--- config.mk ---
export PLATFORM = sky130hd
export DESIGN_NAME = i2s_rx_quad_flat
export DESIGN_NICKNAME = d
export VERILOG_FILES = /design/src/rtl/i2s_pkg.sv /design/src/rtl/i2s_rx_quad_if.sv /design/src/rtl/i2s_sck_gen.sv /design/src/rtl/i2s_rx_quad.sv /design/src/flat_wrapper.sv
export SDC_FILE = /design/constraint.sdc
export NUM_CORES = 1
export LEC_CHECK = 0
export CORE_AREA = 5 5 160 100
export DETAILED_ROUTE_END_ITERATION = 10
export DIE_AREA = 0 0 165 105
export PLACE_DENSITY = 0.82
export SETUP_SLACK_MARGIN = 0.5
export SLEW_MARGIN = 20
export SYNTH_ARGS = -nofsm -noshare
export SYNTH_HDL_FRONTEND = slang
export SYNTH_HIERARCHICAL = 1
export SYNTH_SLANG_ARGS = --single-unit
--- constraint.sdc ---
create_clock -name clk -period 4.5 [get_ports clk]
set_clock_uncertainty 0.2 [all_clocks]
set_input_delay 0.9 -clock clk [delete_from_list [all_inputs] [get_ports clk]]
set_output_delay 0.9 -clock clk [all_outputs]
set_load 0.05 [all_outputs]
--- src/rtl/i2s_pkg.sv ---
// Shared constants and types for the multi-lane I2S receiver.
//   I2S_SLOT       SCK cycles per channel slot
//   I2S_FRAME      SCK cycles per frame (left + right slot)
//   I2S_DW         captured bits per lane per frame
//   I2S_MIN_PERIOD smallest usable SCK half-period in clk cycles
//   lane_word_t    one captured lane sample (two's complement audio)
package i2s_pkg;

    localparam int unsigned I2S_SLOT       = 32;
    localparam int unsigned I2S_FRAME      = 2 * I2S_SLOT;
    localparam int unsigned I2S_DW         = 16;
    localparam int unsigned I2S_MIN_PERIOD = 2;

    typedef logic signed [I2S_DW-1:0] lane_word_t;

endpackage

--- src/rtl/i2s_rx_quad_if.sv ---
// Bundled-sample output channel of the I2S receiver.
//   dout      LANES*DW bundled word, lane i at [i*DW +: DW]
//   dout_vld  word valid, held until accepted
//   dout_rdy  consumer ready
// master = receiver side, slave = consumer side.
interface i2s_rx_quad_if #(
    parameter int unsigned LANES = 4,
    parameter int unsigned DW    = 16
);

    logic [LANES*DW-1:0] dout;
    logic                dout_vld;
    logic                dout_rdy;

    modport master (output dout, output dout_vld, input dout_rdy);
    modport slave  (input dout, input dout_vld, output dout_rdy);

endinterface

--- src/rtl/i2s_sck_gen.sv ---
// SCK generator: programmable divider producing the I2S bit clock plus
// single-clk rise/fall strobes marking the cycle in which sck toggles.
//   clk, rst    core clock, asynchronous active-high reset
//   en          enable; low holds the divider idle with sck low
//   sck_period  clk cycles per SCK half-period (0 and 1 act as 2)
//   sck         bit clock
//   rise, fall  strobes, high in the cycle whose closing edge moves sck 0->1 / 1->0
module i2s_sck_gen
    import i2s_pkg::*;
#(
    parameter int unsigned PER_W = 8
) (
    input  logic             clk,
    input  logic             rst,
    input  logic             en,
    input  logic [PER_W-1:0] sck_period,
    output logic             sck,
    output logic             rise,
    output logic             fall
);

    logic [PER_W-1:0] div_q, div_d;
    logic [PER_W-1:0] per_q, per_d;
    logic [PER_W-1:0] per_clamped;
    logic             sck_q, sck_d;
    logic             term;

    always_comb begin
        per_clamped = (sck_period < PER_W'(I2S_MIN_PERIOD)) ? PER_W'(I2S_MIN_PERIOD)
                                                            : sck_period;
        term   = (div_q == per_q - PER_W'(1));
        div_d  = div_q;
        per_d  = per_q;
        sck_d  = sck_q;
        rise   = 1'b0;
        fall   = 1'b0;
        if (!en) begin
            // Idle counts as sitting at reload, so the period in force when
            // en rises is the one presented just before.
            div_d = '0;
            sck_d = 1'b0;
            per_d = per_clamped;
        end else if (term) begin
            div_d = '0;
            sck_d = ~sck_q;
            per_d = per_clamped;
            rise  = ~sck_q;
            fall  = sck_q;
        end else begin
            div_d = div_q + PER_W'(1);
        end
    end

    always_ff @(posedge clk or posedge rst) begin
        if (rst) begin
            div_q <= '0;
            per_q <= PER_W'(I2S_MIN_PERIOD);
            sck_q <= 1'b0;
        end else begin
            div_q <= div_d;
            per_q <= per_d;
            sck_q <= sck_d;
        end
    end

    assign sck = sck_q;

endmodule

--- src/rtl/i2s_rx_quad.sv ---
// Multi-lane I2S master receiver. One shared SCK/WS pair clocks LANES serial
// inputs in lockstep; the left-slot word of every lane is captured MSB first
// (one-bit I2S delay) and presented as one bundled word per frame.
//   clk, rst    core clock, asynchronous active-high reset
//   en          receiver enable; low parks the serial side at a frame boundary
//   sck_period  clk cycles per SCK half-period (0 and 1 act as 2)
//   sck, ws     I2S bit clock and word select (ws=0 is the left slot)
//   sd          serial data, one bit per lane
//   dout_if     bundled output word with valid/ready
//   ovf_cnt     saturating count of words dropped under backpressure
module i2s_rx_quad
    import i2s_pkg::*;
#(
    parameter int unsigned LANES = 4,
    parameter int unsigned DW    = I2S_DW,
    parameter int unsigned SLOT  = I2S_SLOT,
    parameter int unsigned PER_W = 8
) (
    input  logic                 clk,
    input  logic                 rst,
    input  logic                 en,
    input  logic [PER_W-1:0]     sck_period,
    output logic                 sck,
    output logic                 ws,
    input  logic [LANES-1:0]     sd,
    i2s_rx_quad_if.master        dout_if,
    output logic [7:0]           ovf_cnt
);

    localparam int unsigned FRAME = 2 * SLOT;
    localparam int unsigned CNT_W = $clog2(FRAME);

    logic                        rise, fall;
    logic [CNT_W-1:0]            bit_cnt_q, bit_cnt_d;
    logic                        ws_q, ws_d;
    logic [LANES-1:0][DW-1:0]    shreg_q, shreg_d;
    logic [LANES*DW-1:0]         dout_q, dout_d;
    logic                        vld_q, vld_d;
    logic [7:0]                  ovf_q, ovf_d;
    logic                        capture_bit;
    logic                        word_done;

    i2s_sck_gen #(
        .PER_W (PER_W)
    ) u_sck_gen (
        .clk        (clk),
        .rst        (rst),
        .en         (en),
        .sck_period (sck_period),
        .sck        (sck),
        .rise       (rise),
        .fall       (fall)
    );

    // Bit 0 of the slot is the I2S delay bit; bits 1..DW carry the word.
    assign capture_bit = (bit_cnt_q >= CNT_W'(1)) && (bit_cnt_q <= CNT_W'(DW));
    assign word_done   = rise && (bit_cnt_q == CNT_W'(DW));

    always_comb begin
        bit_cnt_d = bit_cnt_q;
        ws_d      = ws_q;
        shreg_d   = shreg_q;
        if (!en) begin
            bit_cnt_d = CNT_W'(FRAME - 1);
            ws_d      = 1'b1;
            shreg_d   = '0;
        end else begin
            if (fall) begin
                bit_cnt_d = (bit_cnt_q == CNT_W'(FRAME - 1)) ? '0 : bit_cnt_q + CNT_W'(1);
                ws_d      = (bit_cnt_d >= CNT_W'(SLOT));
            end
            if (rise && capture_bit) begin
                for (int i = 0; i < LANES; i++) begin
                    shreg_d[i] = {shreg_q[i][DW-2:0], sd[i]};
                end
            end
        end
    end

    always_comb begin
        dout_d = dout_q;
        vld_d  = vld_q;
        ovf_d  = ovf_q;
        if (vld_q && dout_if.dout_rdy) begin
            vld_d = 1'b0;
        end
        if (word_done) begin
            // Load the post-shift value so the final bit lands in this word.
            if (!vld_q || dout_if.dout_rdy) begin
                dout_d = shreg_d;
                vld_d  = 1'b1;
            end else if (ovf_q != 8'hFF) begin
                ovf_d = ovf_q + 8'd1;
            end
        end
    end

    always_ff @(posedge clk or posedge rst) begin
        if (rst) begin
            bit_cnt_q <= CNT_W'(FRAME - 1);
            ws_q      <= 1'b1;
            shreg_q   <= '0;
            dout_q    <= '0;
            vld_q     <= 1'b0;
            ovf_q     <= '0;
        end else begin
            bit_cnt_q <= bit_cnt_d;
            ws_q      <= ws_d;
            shreg_q   <= shreg_d;
            dout_q    <= dout_d;
            vld_q     <= vld_d;
            ovf_q     <= ovf_d;
        end
    end

    assign ws               = ws_q;
    assign dout_if.dout     = dout_q;
    assign dout_if.dout_vld = vld_q;
    assign ovf_cnt          = ovf_q;

endmodule

--- src/flat_wrapper.sv ---
// flat-port wrapper written by rule: the top's interface ports become plain ports
module i2s_rx_quad_flat import i2s_pkg::*;
#(
    parameter int unsigned LANES = 4,
    parameter int unsigned DW    = I2S_DW,
    parameter int unsigned SLOT  = I2S_SLOT,
    parameter int unsigned PER_W = 8
)
  (clk, rst, en, sck_period, sck, ws, sd, ovf_cnt, dout_if_dout, dout_if_dout_vld, dout_if_dout_rdy);
  i2s_rx_quad_if #(.LANES(LANES), .DW(DW)) dout_if_i ();
  input  logic clk;
  input  logic rst;
  input  logic en;
  input  logic [PER_W-1:0] sck_period;
  output logic sck;
  output logic ws;
  input  logic [LANES-1:0] sd;
  output logic [7:0] ovf_cnt;
  output wire logic [$bits(dout_if_i.dout)-1:0] dout_if_dout;
  output wire logic [$bits(dout_if_i.dout_vld)-1:0] dout_if_dout_vld;
  input wire logic [$bits(dout_if_i.dout_rdy)-1:0] dout_if_dout_rdy;
  assign dout_if_dout = dout_if_i.dout;
  assign dout_if_dout_vld = dout_if_i.dout_vld;
  assign dout_if_i.dout_rdy = dout_if_dout_rdy;
  i2s_rx_quad #(.LANES(LANES), .DW(DW), .SLOT(SLOT), .PER_W(PER_W)) u_core (.clk(clk), .rst(rst), .en(en), .sck_period(sck_period), .sck(sck), .ws(ws), .sd(sd), .dout_if(dout_if_i), .ovf_cnt(ovf_cnt));
endmodule
== Word-level counts from Yosys, hierarchy flattened ==
Cells that the tools add are included.

* Register bits: 161
* Output and inout port bits: 75
* Logic and storage cells: 57

* Add/subtract/negate cells: 4
* Order comparisons: 4
* Equality and inequality tests: 6
* Muxes and demuxes: 21
* Bitwise logic cells: 2
* Reductions and logical operators: 8

{| class="wikitable"
|+ Operators with widths
! kind !! count
|-
| $mux W64 || 2
|-
| $mux W8 || 5
|-
| $mux W6 || 3
|-
| $add A8 B1 Y8 const B || 2
|-
| $mux W1 || 11
|-
| $eq A8 B8 Y1 || 1
|-
| $lt A8 B2 Y1 const B || 1
|-
| $ne A8 B8 Y1 const B || 1
|-
| $sub A8 B1 Y8 const B || 1
|-
| $add A6 B1 Y6 const B || 1
|-
| $eq A6 B5 Y1 const B || 1
|-
| $eq A6 B6 Y1 const B || 1
|-
| $ge A6 B1 Y1 const B || 1
|-
| $ge A6 B6 Y1 const B || 1
|-
| $le A6 B5 Y1 const B || 1
|-
| $logic_and A1 B1 Y1 || 4
|-
| $ne A2 B1 Y1 const B || 2
|-
| $reduce_and A3 Y1 || 1
|-
| $not A1 Y1 || 2
|-
| $reduce_and A2 Y1 || 1
|-
| $logic_not A1 Y1 || 1
|-
| $logic_or A1 B1 Y1 || 1
|}

== Logic depth before layout (Yosys ltp) ==
Gate-level depths: netlist of the first run.

* Depth after elaboration: 7
* Depth in mapped cells: 16
* Mapped depth without buffers: 12

== Hierarchy ==
The synthesis of the first run kept the hierarchy.

{| class="wikitable"
|+ By module, submodules not included
! module !! times used !! cells an instance !! area each (µm²)
|-
| i2s_rx_quad || 1 || 626 || 5967.0
|-
| i2s_sck_gen || 1 || 104 || 1081.0
|}

== Least setup slack after synthesis of the first run ==
Ideal clock, no wire load.

* Path type: reg-to-reg
* Start: register u_core.u_sck_gen.per_q[1]
* End: register u_core.dout_q[10], in the netlist u_core/dout_if.dout[10]
* Library setup time: 124 ps
* Arrival time: 3119 ps
* Setup slack: 1057 ps
* Stages on the path, launching flop included: 16
* Path buffers: 4
* Period minus slack after synthesis: 3443 ps
* Cell sequence: dfstp_2 inv_1 ha_1 clkbuf_1 or2b_1 a31oi_1 o2111ai_2 a21oi_1 and3b_1 nand4b_1 or3b_1 buf_2 buf_6 buf_6 nand2_1 o21ai_1

* Cells in the longest elaborated chain, start to end: 7

{| class="wikitable"
|+ RTL lines
! what !! line !! source
|-
| from (decl) || i2s_sck_gen.sv:23 || <nowiki>logic [PER_W-1:0] per_q, per_d;</nowiki>
|-
| from (signal assigned) || i2s_sck_gen.sv:57 || <nowiki>per_q <= PER_W'(I2S_MIN_PERIOD);</nowiki>
|-
| from (signal assigned) || i2s_sck_gen.sv:61 || <nowiki>per_q <= per_d;</nowiki>
|-
| $sub A8 B1 Y8 * || i2s_sck_gen.sv:31 || <nowiki>term = (div_q == per_q - PER_W'(1));</nowiki>
|-
| $eq A8 B8 Y1 * || i2s_sck_gen.sv:31 ||
|-
| $mux W1 * || i2s_sck_gen.sv:43 || <nowiki>end else if (term) begin</nowiki>
|-
| $mux W1 * || i2s_sck_gen.sv:37 || <nowiki>if (!en) begin</nowiki>
|-
| net u_core.rise || i2s_rx_quad.sv:33 || <nowiki>logic rise, fall;</nowiki>
|-
| $logic_and A1 B1 Y1 || i2s_rx_quad.sv:72 || <nowiki>if (rise && capture_bit) begin</nowiki>
|-
| $mux W64 || i2s_rx_quad.sv:72 ||
|-
| $mux W64 || i2s_rx_quad.sv:63 || <nowiki>if (!en) begin</nowiki>
|-
| to (signal assigned) || i2s_rx_quad.sv:110 || <nowiki>dout_q <= dout_d;</nowiki>
|-
| to (decl) || i2s_rx_quad.sv:37 || <nowiki>logic [LANES*DW-1:0] dout_q, dout_d;</nowiki>
|}

The timed path passes the listed nets; every way through them passes the cells marked *.
A chain may end at the register's enable or synchronous reset.

== Worst setup path after layout of the first run ==
* Start: register u_core.u_sck_gen.per_q[1]
* End: register u_core.ovf_q[1], in the netlist u_core/ovf_cnt[1]

* Cells in the longest elaborated chain, start to end: 6

{| class="wikitable"
|+ RTL lines
! what !! line !! source
|-
| $sub A8 B1 Y8 || i2s_sck_gen.sv:31 ||
|-
| $eq A8 B8 Y1 || i2s_sck_gen.sv:31 ||
|-
| $mux W1 || i2s_sck_gen.sv:43 ||
|-
| $mux W1 || i2s_sck_gen.sv:37 ||
|-
| net u_core.rise || i2s_rx_quad.sv:33 ||
|-
| $logic_and A1 B1 Y1 || i2s_rx_quad.sv:57 || <nowiki>assign word_done = rise && (bit_cnt_q == CNT_W'(DW));</nowiki>
|-
| $reduce_and A3 Y1 (no source line) || -- ||
|-
| to (signal assigned) || i2s_rx_quad.sv:112 || <nowiki>ovf_q <= ovf_d;</nowiki>
|-
| to (decl) || i2s_rx_quad.sv:39 || <nowiki>logic [7:0] ovf_q, ovf_d;</nowiki>
|}

The timed path passes the listed nets, and every way through them passes these cells.

==> summary.txt, run 1 <==
Cells and area
  • Most frequent cells in the layout: nand2_1, dfrtp_1, clkdlybuf4s50_1, a21boi_0, o21ai_0
  • Area delta synth->final: 22.01%
  • # diodes: 0
  • Final #Nets: between 800 and 900
  • Layout cell share with drive strength beyond 1: 8.957%
  • Most common cell after layout, fill and taps aside: nand2_1

Clocking
  • Max Root-Sink Buffers: 2
  • Sinks on the clock net: 157
  • Hold Buf Count CTS: 0
  • Clock Latency Late Sink: 0.42 ns
  • Clk root buf: clkbuf_16
  • Cts bufs inserted: 17
  • H-tree Lvls: 4
  • CTS clk-pin slew, worst paths: 0.06 ns
  • TritonCTS clock tree: built

Run
  • Number of max-cap violations: 0

Critical path
  • WP buf/inv: 1
  • Critical Path Slowest Stage Cell: dfstp_2
  • CP top delay family: simple AND/OR/NAND/NOR gates
  • Reg-to-reg setup timing slack: 0.58 ns
  • Crit Path Max Fanout: 9
  • Crit path kind: reg2reg
  • Crit-path cells: inv_1, ha_1, or2b_1, a31oi_1, o2111ai_2, a21oi_1, and3b_1, nand4b_1, nor3_1, o21ai_0, mux2_2
  • Crit end category: flop
  • Type of origin of the critical path: flop
  • WP data required: about 4.6 ns
  • Worst EP arrival: 4.03 ns
  • CP max stage delay: 0.54 ns

Floorplanning
  • Die H: 105 um
  • Initial Util: between 40% and 50%
  • Die width: 165 um
  • I/O pins: between 90 and 100
  • Std cell rows: 34
  • Core area: 14290 um2
  • Die area: 17330 um2

Route
  • DRT iter0 DRCs: 444
  • DR pass1 iterations: 5
  • DRC: 0
  • Via count: 5201
  • Via density: 5.134
  • Drt wl/cell: 14.86 um
  • Final wirelength: 15060 um
  • Antenna Nets Post-Route: 0

Pwr
  • Worst vdd ir: 0.2864 mV
  • Total power density per cell area: 379.6 nW/um2
  • Leakage: 0.003533 uW

Synth
  • Ys Warns: 6
  • Fraction of registers with async set or reset after synthesis: 100.0%
  • Cells after Synth: 730
  • Synthesized area: 7048 um2
  • Post-synth EDFFs: 0
  • Sequential share of the synthesized area: 55.88%
  • Unique cell type count in the Yosys netlist: 58
  • Ys flop type: dfrtp_1
  • Seq cells post-synth: 157
  • Mapped Nets: 753
  • Mean post-synth cell area: 9.655 um2

Timing
  • Setup TNS: 0 ns
  • Slew margin rel.: a little over two fifths
  • Hold Fails Final Rpt: 0
  • Hold slack: 0.2793 ns
  • RSZ-0062 raised after global routing: yes
  • Worst-Margin Slew: between 0.8 and 0.9 ns
  • Fin. max-slew vios: 0
  • Period utilization: 87.20%
  • Final setup vio count: 0
  • Crit path time final: 3.924 ns
  • Fmax: 254.9 MHz

Status
  • Status: finished clean

Placed design
  • Final GP Congestion: approximately 0.83
  • DPL Wire Length: 9321 um
  • Port Buffers: 90

Global routing
  • Vias in the first global route: 4817
  • Global-route wire length before repair: 24410 um
  • Overall Global Routing Usage: 17.33%
  • Grt total ovfl: 0
  • Largest net degree at the start of global routing: between 100 and 150
  • Antenna violations before repair: 0

Min path
  • HP Class: reg2reg
-- cell type report --
cell class	count	area [um2]
Fill cell	1182	5694
Sequential cell	157	3939
Multi-Input combinational cell	519	2824
Timing Repair Buffer	97	996.0
Clock buffer	18	439.2
Tap cell	198	247.7
Clock inverter	14	112.6
Inverter	10	41.29
-- cells in the mapped netlist, types with 4 or more instances --
cell type | count | area (um2)
nand2_1 | 265 | 994.7
dfrtp_1 | 149 | 3729
a21boi_0 | 55 | 412.9
o21ai_0 | 52 | 260.3
o21ai_1 | 20 | 100.1
clkbuf_1 | 18 | 67.56
buf_2 | 13 | 65.06
buf_6 | 10 | 112.6
inv_1 | 10 | 37.54
nor2_1 | 10 | 37.54
xnor2_1 | 10 | 87.58
xor2_1 | 10 | 87.58
dfstp_2 | 8 | 210.2
a21oi_1 | 7 | 35.03
ha_1 | 7 | 87.58
and3_1 | 6 | 37.54
nand4_1 | 6 | 37.54
a21boi_1 | 5 | 37.54
nand3_1 | 5 | 25.02
clkbuf_2 | 4 | 20.02
mux2_4 | 4 | 60.06
nor4_1 | 4 | 25.02
-- what timing repair did --
action                     in CTS  in global routing
resized for setup               0                  1
setup endpoints to repair       0                 38
setup buffers                   0                  1
-- tightest hold or removal path: stages (launching register included) --
cell and delay, ns:
dfrtp_1 0.34, nand2_1 0.04, o21ai_0 0.06
-- report_power, final --
| group | leakage [uW] | internal, uW | total, uW | switching (uW) |
|---|---|---|---|---|
| clock network | 0.000279 | 732 | 1330 | 598 |
| registers | 0.00215 | 1470 | 1550 | 80.8 |
| logic | 0.00111 | 184 | 388 | 204 |
| total | 0.00353 | 2380 | 3260 | 883 |
-- per-stage QoR --
| stage | cell area (um2) | setup slack, ns | instances | util (%) | total power [uW] |
|---|---|---|---|---|---|
| after CTS | 8567 | 0.5977 | 1010 | 59.94 | 3301 |
| after floorplan | 7052 | 1.057 | 730 | - | 1877 |
| after global placement | 8015 | 0.7435 | 978 | 56.07 | 1950 |
| after detailed placement | 8015 | 0.6315 | 978 | 56.07 | 1962 |
| after global routing | 8600 | 0.3447 | 1013 | 60.16 | 3412 |
| final | 8600 | 0.5762 | 1013 | 60.16 | 3265 |
-- cell families (layout without fill, tap and decap cells) --
logic type      after synthesis  in the layout  synth area share [%]
buf+inv                      56            139                 4.509
xor+xnor                     21             21                 2.716
flops                       157            157                 55.88
mux                          10             10                 1.758
fa+ha+maj                     7              7                 1.243
simple gates                320            322                 19.16
compound gates              159            159                 14.73
-- final timing paths --
path	cells past startpoint	from	endpoint
max reg2reg	11	u_core/u_sck_gen/per_q[1]$_DFFE_PP1P_	u_core/ovf_cnt[1]$_DFFE_PP0P_
max in group asynchronous	3	rst	u_core/shreg_q[23]$_DFF_PP0_
max	11	u_core/u_sck_gen/per_q[1]$_DFFE_PP1P_	u_core/ovf_cnt[1]$_DFFE_PP0P_
min in group asynchronous	2	rst	u_core/u_sck_gen/sck$_DFFE_PP0P_
min reg2reg	2	u_core/dout_if.dout[44]$_DFFE_PP0P_	u_core/dout_if.dout[44]$_DFFE_PP0P_
min	2	u_core/dout_if.dout[44]$_DFFE_PP0P_	u_core/dout_if.dout[44]$_DFFE_PP0P_
-- per-layer routing --
layer,track usage (%),vias to the layer above,routed length [um]
li1,-,2562,-
met5,0,-,0
met4,3.680,0,151
met2,24.94,132,6676
met3,5.468,14,860
met1,25.82,2493,7367
-- state kept, by name (all words and copies together) (netlist names) --
register and cells:
u_core/u_sck_gen/per_q 8, u_core/u_sck_gen/sck 1, u_core/dout_if.dout_vld 1, u_core/ovf_cnt 8
u_core/shreg_q 60, u_core/ws 1, u_core/u_sck_gen/div_q 8, u_core/bit_cnt_q 6
u_core/dout_if.dout 64
No activity file was read; power rests on OpenSTA's default activity.
==> run 2, diff against run 1 <==
--- a/config.mk
+++ b/config.mk
@@ -8,7 +8,7 @@
 export CORE_AREA = 5 5 160 100
 export DETAILED_ROUTE_END_ITERATION = 10
 export DIE_AREA = 0 0 165 105
-export PLACE_DENSITY = 0.82
+export PLACE_DENSITY = 0.75
 export SETUP_SLACK_MARGIN = 0.5
 export SLEW_MARGIN = 20
 export SYNTH_ARGS = -nofsm -noshare
==> constraint.sdc (replaced) <==
create_clock -name clk -period 3.6 [get_ports clk]
set_clock_uncertainty 0.2 [all_clocks]
set_input_delay 0.72 -clock clk [delete_from_list [all_inputs] [get_ports clk]]
set_output_delay 0.72 -clock clk [all_outputs]
set_load 0.05 [all_outputs]
==> summary.txt, run 2 (same netlist as run 1, synthesis figures left out) <==
Clocking
  • TritonCTS clock tree: built
  • Clk root buf: clkbuf_16
  • Sinks on the clock net: 157
  • Cts bufs inserted: 17
  • Max Root-Sink Buffers: 2
  • CTS clk-pin slew, worst paths: 0.06 ns
  • H-tree Lvls: 4
  • Clock Latency Late Sink: 0.41 ns

Timing
  • Period utilization: 93.12%
  • RSZ-0062 raised after global routing: yes
  • Final setup vio count: 0
  • Setup TNS: 0 ns
  • Fin. max-slew vios: 0
  • PnR worst setup slack: 0.2478 ns
  • Fmax: 298.3 MHz
  • Crit path time final: between 3 and 4 ns
  • Worst-Margin Slew: 0.7738 ns
  • Hold Fails Final Rpt: 0
  • Slew margin rel.: between 40% and 50%

Route
  • DRT iter0 DRCs: between 500 and 600
  • Antenna Nets Post-Route: 0
  • Drt wl/cell: 18.97 um
  • DRC: 0
  • Via count: 5757
  • Via density: 5.504
  • DR pass1 iterations: 7
  • Final wirelength: 19840 um

Critical path
  • WP data required: 3.71 ns
  • Reg-to-reg setup timing slack: roughly 0.25 ns
  • Worst EP arrival: 3.46 ns
  • Type of origin of the critical path: flop
  • Crit end category: flop
  • Worst r2r src: u_core/u_sck_gen/per_q[1]$_DFFE_PP1P_
  • Crit Path Max Fanout: 32
  • Crit path kind: reg2reg
  • Reg2reg path depth: 11
  • Beginning of the critical path: u_core/u_sck_gen/per_q[1]$_DFFE_PP1P_
  • Crit path to: u_core/dout_if.dout[7]$_DFFE_PP0P_
  • Reg2reg end: u_core/dout_if.dout[7]$_DFFE_PP0P_

Placed design
  • Port Buffers: 90
  • Final GP Congestion: 0.8504
  • Place WS: 0.01026 ns
  • DPL Wire Length: slightly above 10000 um

Pwr
  • Int Power: 3132 uW
  • Leakage: between 0.004 and 0.005 uW
  • Sequential power share: around 46%
  • Net Sw Power: 1119 uW
  • Net Sw Frac: 26.32%
  • Logic pwr share: 13.3%
  • Total power density per cell area: ~440 nW/um2
  • Clock power share: 41.0%
  • Worst vdd ir: 0.2824 mV
  • Total power: 4251 uW

Global routing
  • Global-route wire length before repair: 27710 um
  • Largest net degree at the start of global routing: 91
  • Overall Global Routing Usage: 19.66%
  • Grt total ovfl: 0
  • Vias in the first global route: between 5000 and 6000
  • Antenna violations before repair: 0

Floorplanning
  • I/O pins: 91
  • Core area: 14290 um2
  • Die width: 165 um
  • Die area: 17330 um2
  • Initial Util: 49.31%
  • Die H: 105 um
  • Std cell rows: 34

Min path
  • HP Class: reg2reg
  • WHS Path Cells: 2

Cells and area
  • Area delta synth->final: 35.82%
  • Layout cell share with drive strength beyond 1: 20.87%
  • Most common cell after layout, fill and taps aside: nand2_1
  • Max reg flops: 64
  • Final #Nets: 858
  • # diodes: 0
  • Most frequent cells in the layout: nand2_1, dfrtp_1, clkdlybuf4s50_1, o21ai_0, a21boi_1

Run
  • Number of max-cap violations: 0

Status
  • Status: finished clean
[run 2: cell types whose count changed in the layout (fill, tap and decap cells not counted), sizes merged]
cell	change
buf	+25
clkbuf	+12
inv	-5
clkinvlp	+3
bufinv	+2
clkinv	-2
or3b	-2
[run 2: area by class of cell]
cell class	instances	area, um2
multi-input cells	517	3197
repair buffers	132	1580
flip-flops and latches	157	3939
clock buffers	20	446.7
fillers	1084	4721
well taps	198	247.7
clock inverters	12	121.4
inverters	10	41.29
[run 2: timing repair]
item | in CTS | in global routing
hold buffers | 0 | 0
pin swaps | 6 | 55
gates resized for setup | 9 | 150
gates cloned | 2 | 15
endpoints found under the setup margin | 134 | 134
setup buffers | 4 | 13
[run 2: worst min-delay path by stage]
stage,from,end,slack (ns)
floorplan,u_core/u_sck_gen/div_q[0]$_DFF_PP0_,u_core/u_sck_gen/div_q[0]$_DFF_PP0_,0.28
global route,u_core/dout_if.dout[46]$_DFFE_PP0P_,u_core/dout_if.dout[46]$_DFFE_PP0P_,0.31
CTS,u_core/dout_if.dout[46]$_DFFE_PP0P_,u_core/dout_if.dout[46]$_DFFE_PP0P_,0.29
global placement,u_core/dout_if.dout[38]$_DFFE_PP0P_,u_core/dout_if.dout[38]$_DFFE_PP0P_,0.26
finish,u_core/dout_if.dout[46]$_DFFE_PP0P_,u_core/dout_if.dout[46]$_DFFE_PP0P_,0.28
detailed placement,u_core/dout_if.dout[46]$_DFFE_PP0P_,u_core/dout_if.dout[46]$_DFFE_PP0P_,0.27
[run 2: through the flow]
| step | hold WS, ns | utilization (%) | cell area [um2] | instances |
|---|---|---|---|---|
| 2_1_floorplan | 0.2778 | - | 7122 | 730 |
| 3_3_place_gp | 0.2616 | 56.56 | 8084 | 980 |
| 3_5_place_dp | 0.2721 | 56.56 | 8084 | 980 |
| 4_1_cts | 0.2857 | 61.34 | 8768 | 1018 |
| 5_1_grt | 0.3056 | 66.97 | 9573 | 1046 |
| 6_report | 0.2754 | 66.97 | 9573 | 1046 |
[run 2: critical path, cell delays in order (launching register included)]
cell       delay [ns]
dfstp_2          0.55
inv_2            0.05
ha_4             0.18
or2b_1           0.26
a31oi_2          0.21
o2111ai_2        0.18
a21oi_2          0.17
and3b_2          0.22
nand4b_1         0.19
or3b_4           0.56
buf_16           0.22
o21ai_1          0.23
[run 2: metal layers]
| layer | routed length (um) | track usage (%) |
|---|---|---|
| met1 | 8764 | 28.33 |
| met2 | 9618 | 30.36 |
| met3 | 1258 | 3.659 |
| met4 | 198 | 5.994 |
| met5 | 0 | 0 |
[run 2: power groups by stage]
stage | Combinational (uW) | Clock, uW | Sequential (uW)
after global routing | 611 | 1850 | 1950
final | 565 | 1740 | 1940
after CTS | 546 | 1760 | 1940
after global placement | 491 | 0 | 1960
after floorplan | 428 | 0 | 1950
after detailed placement | 523 | 0 | 1970
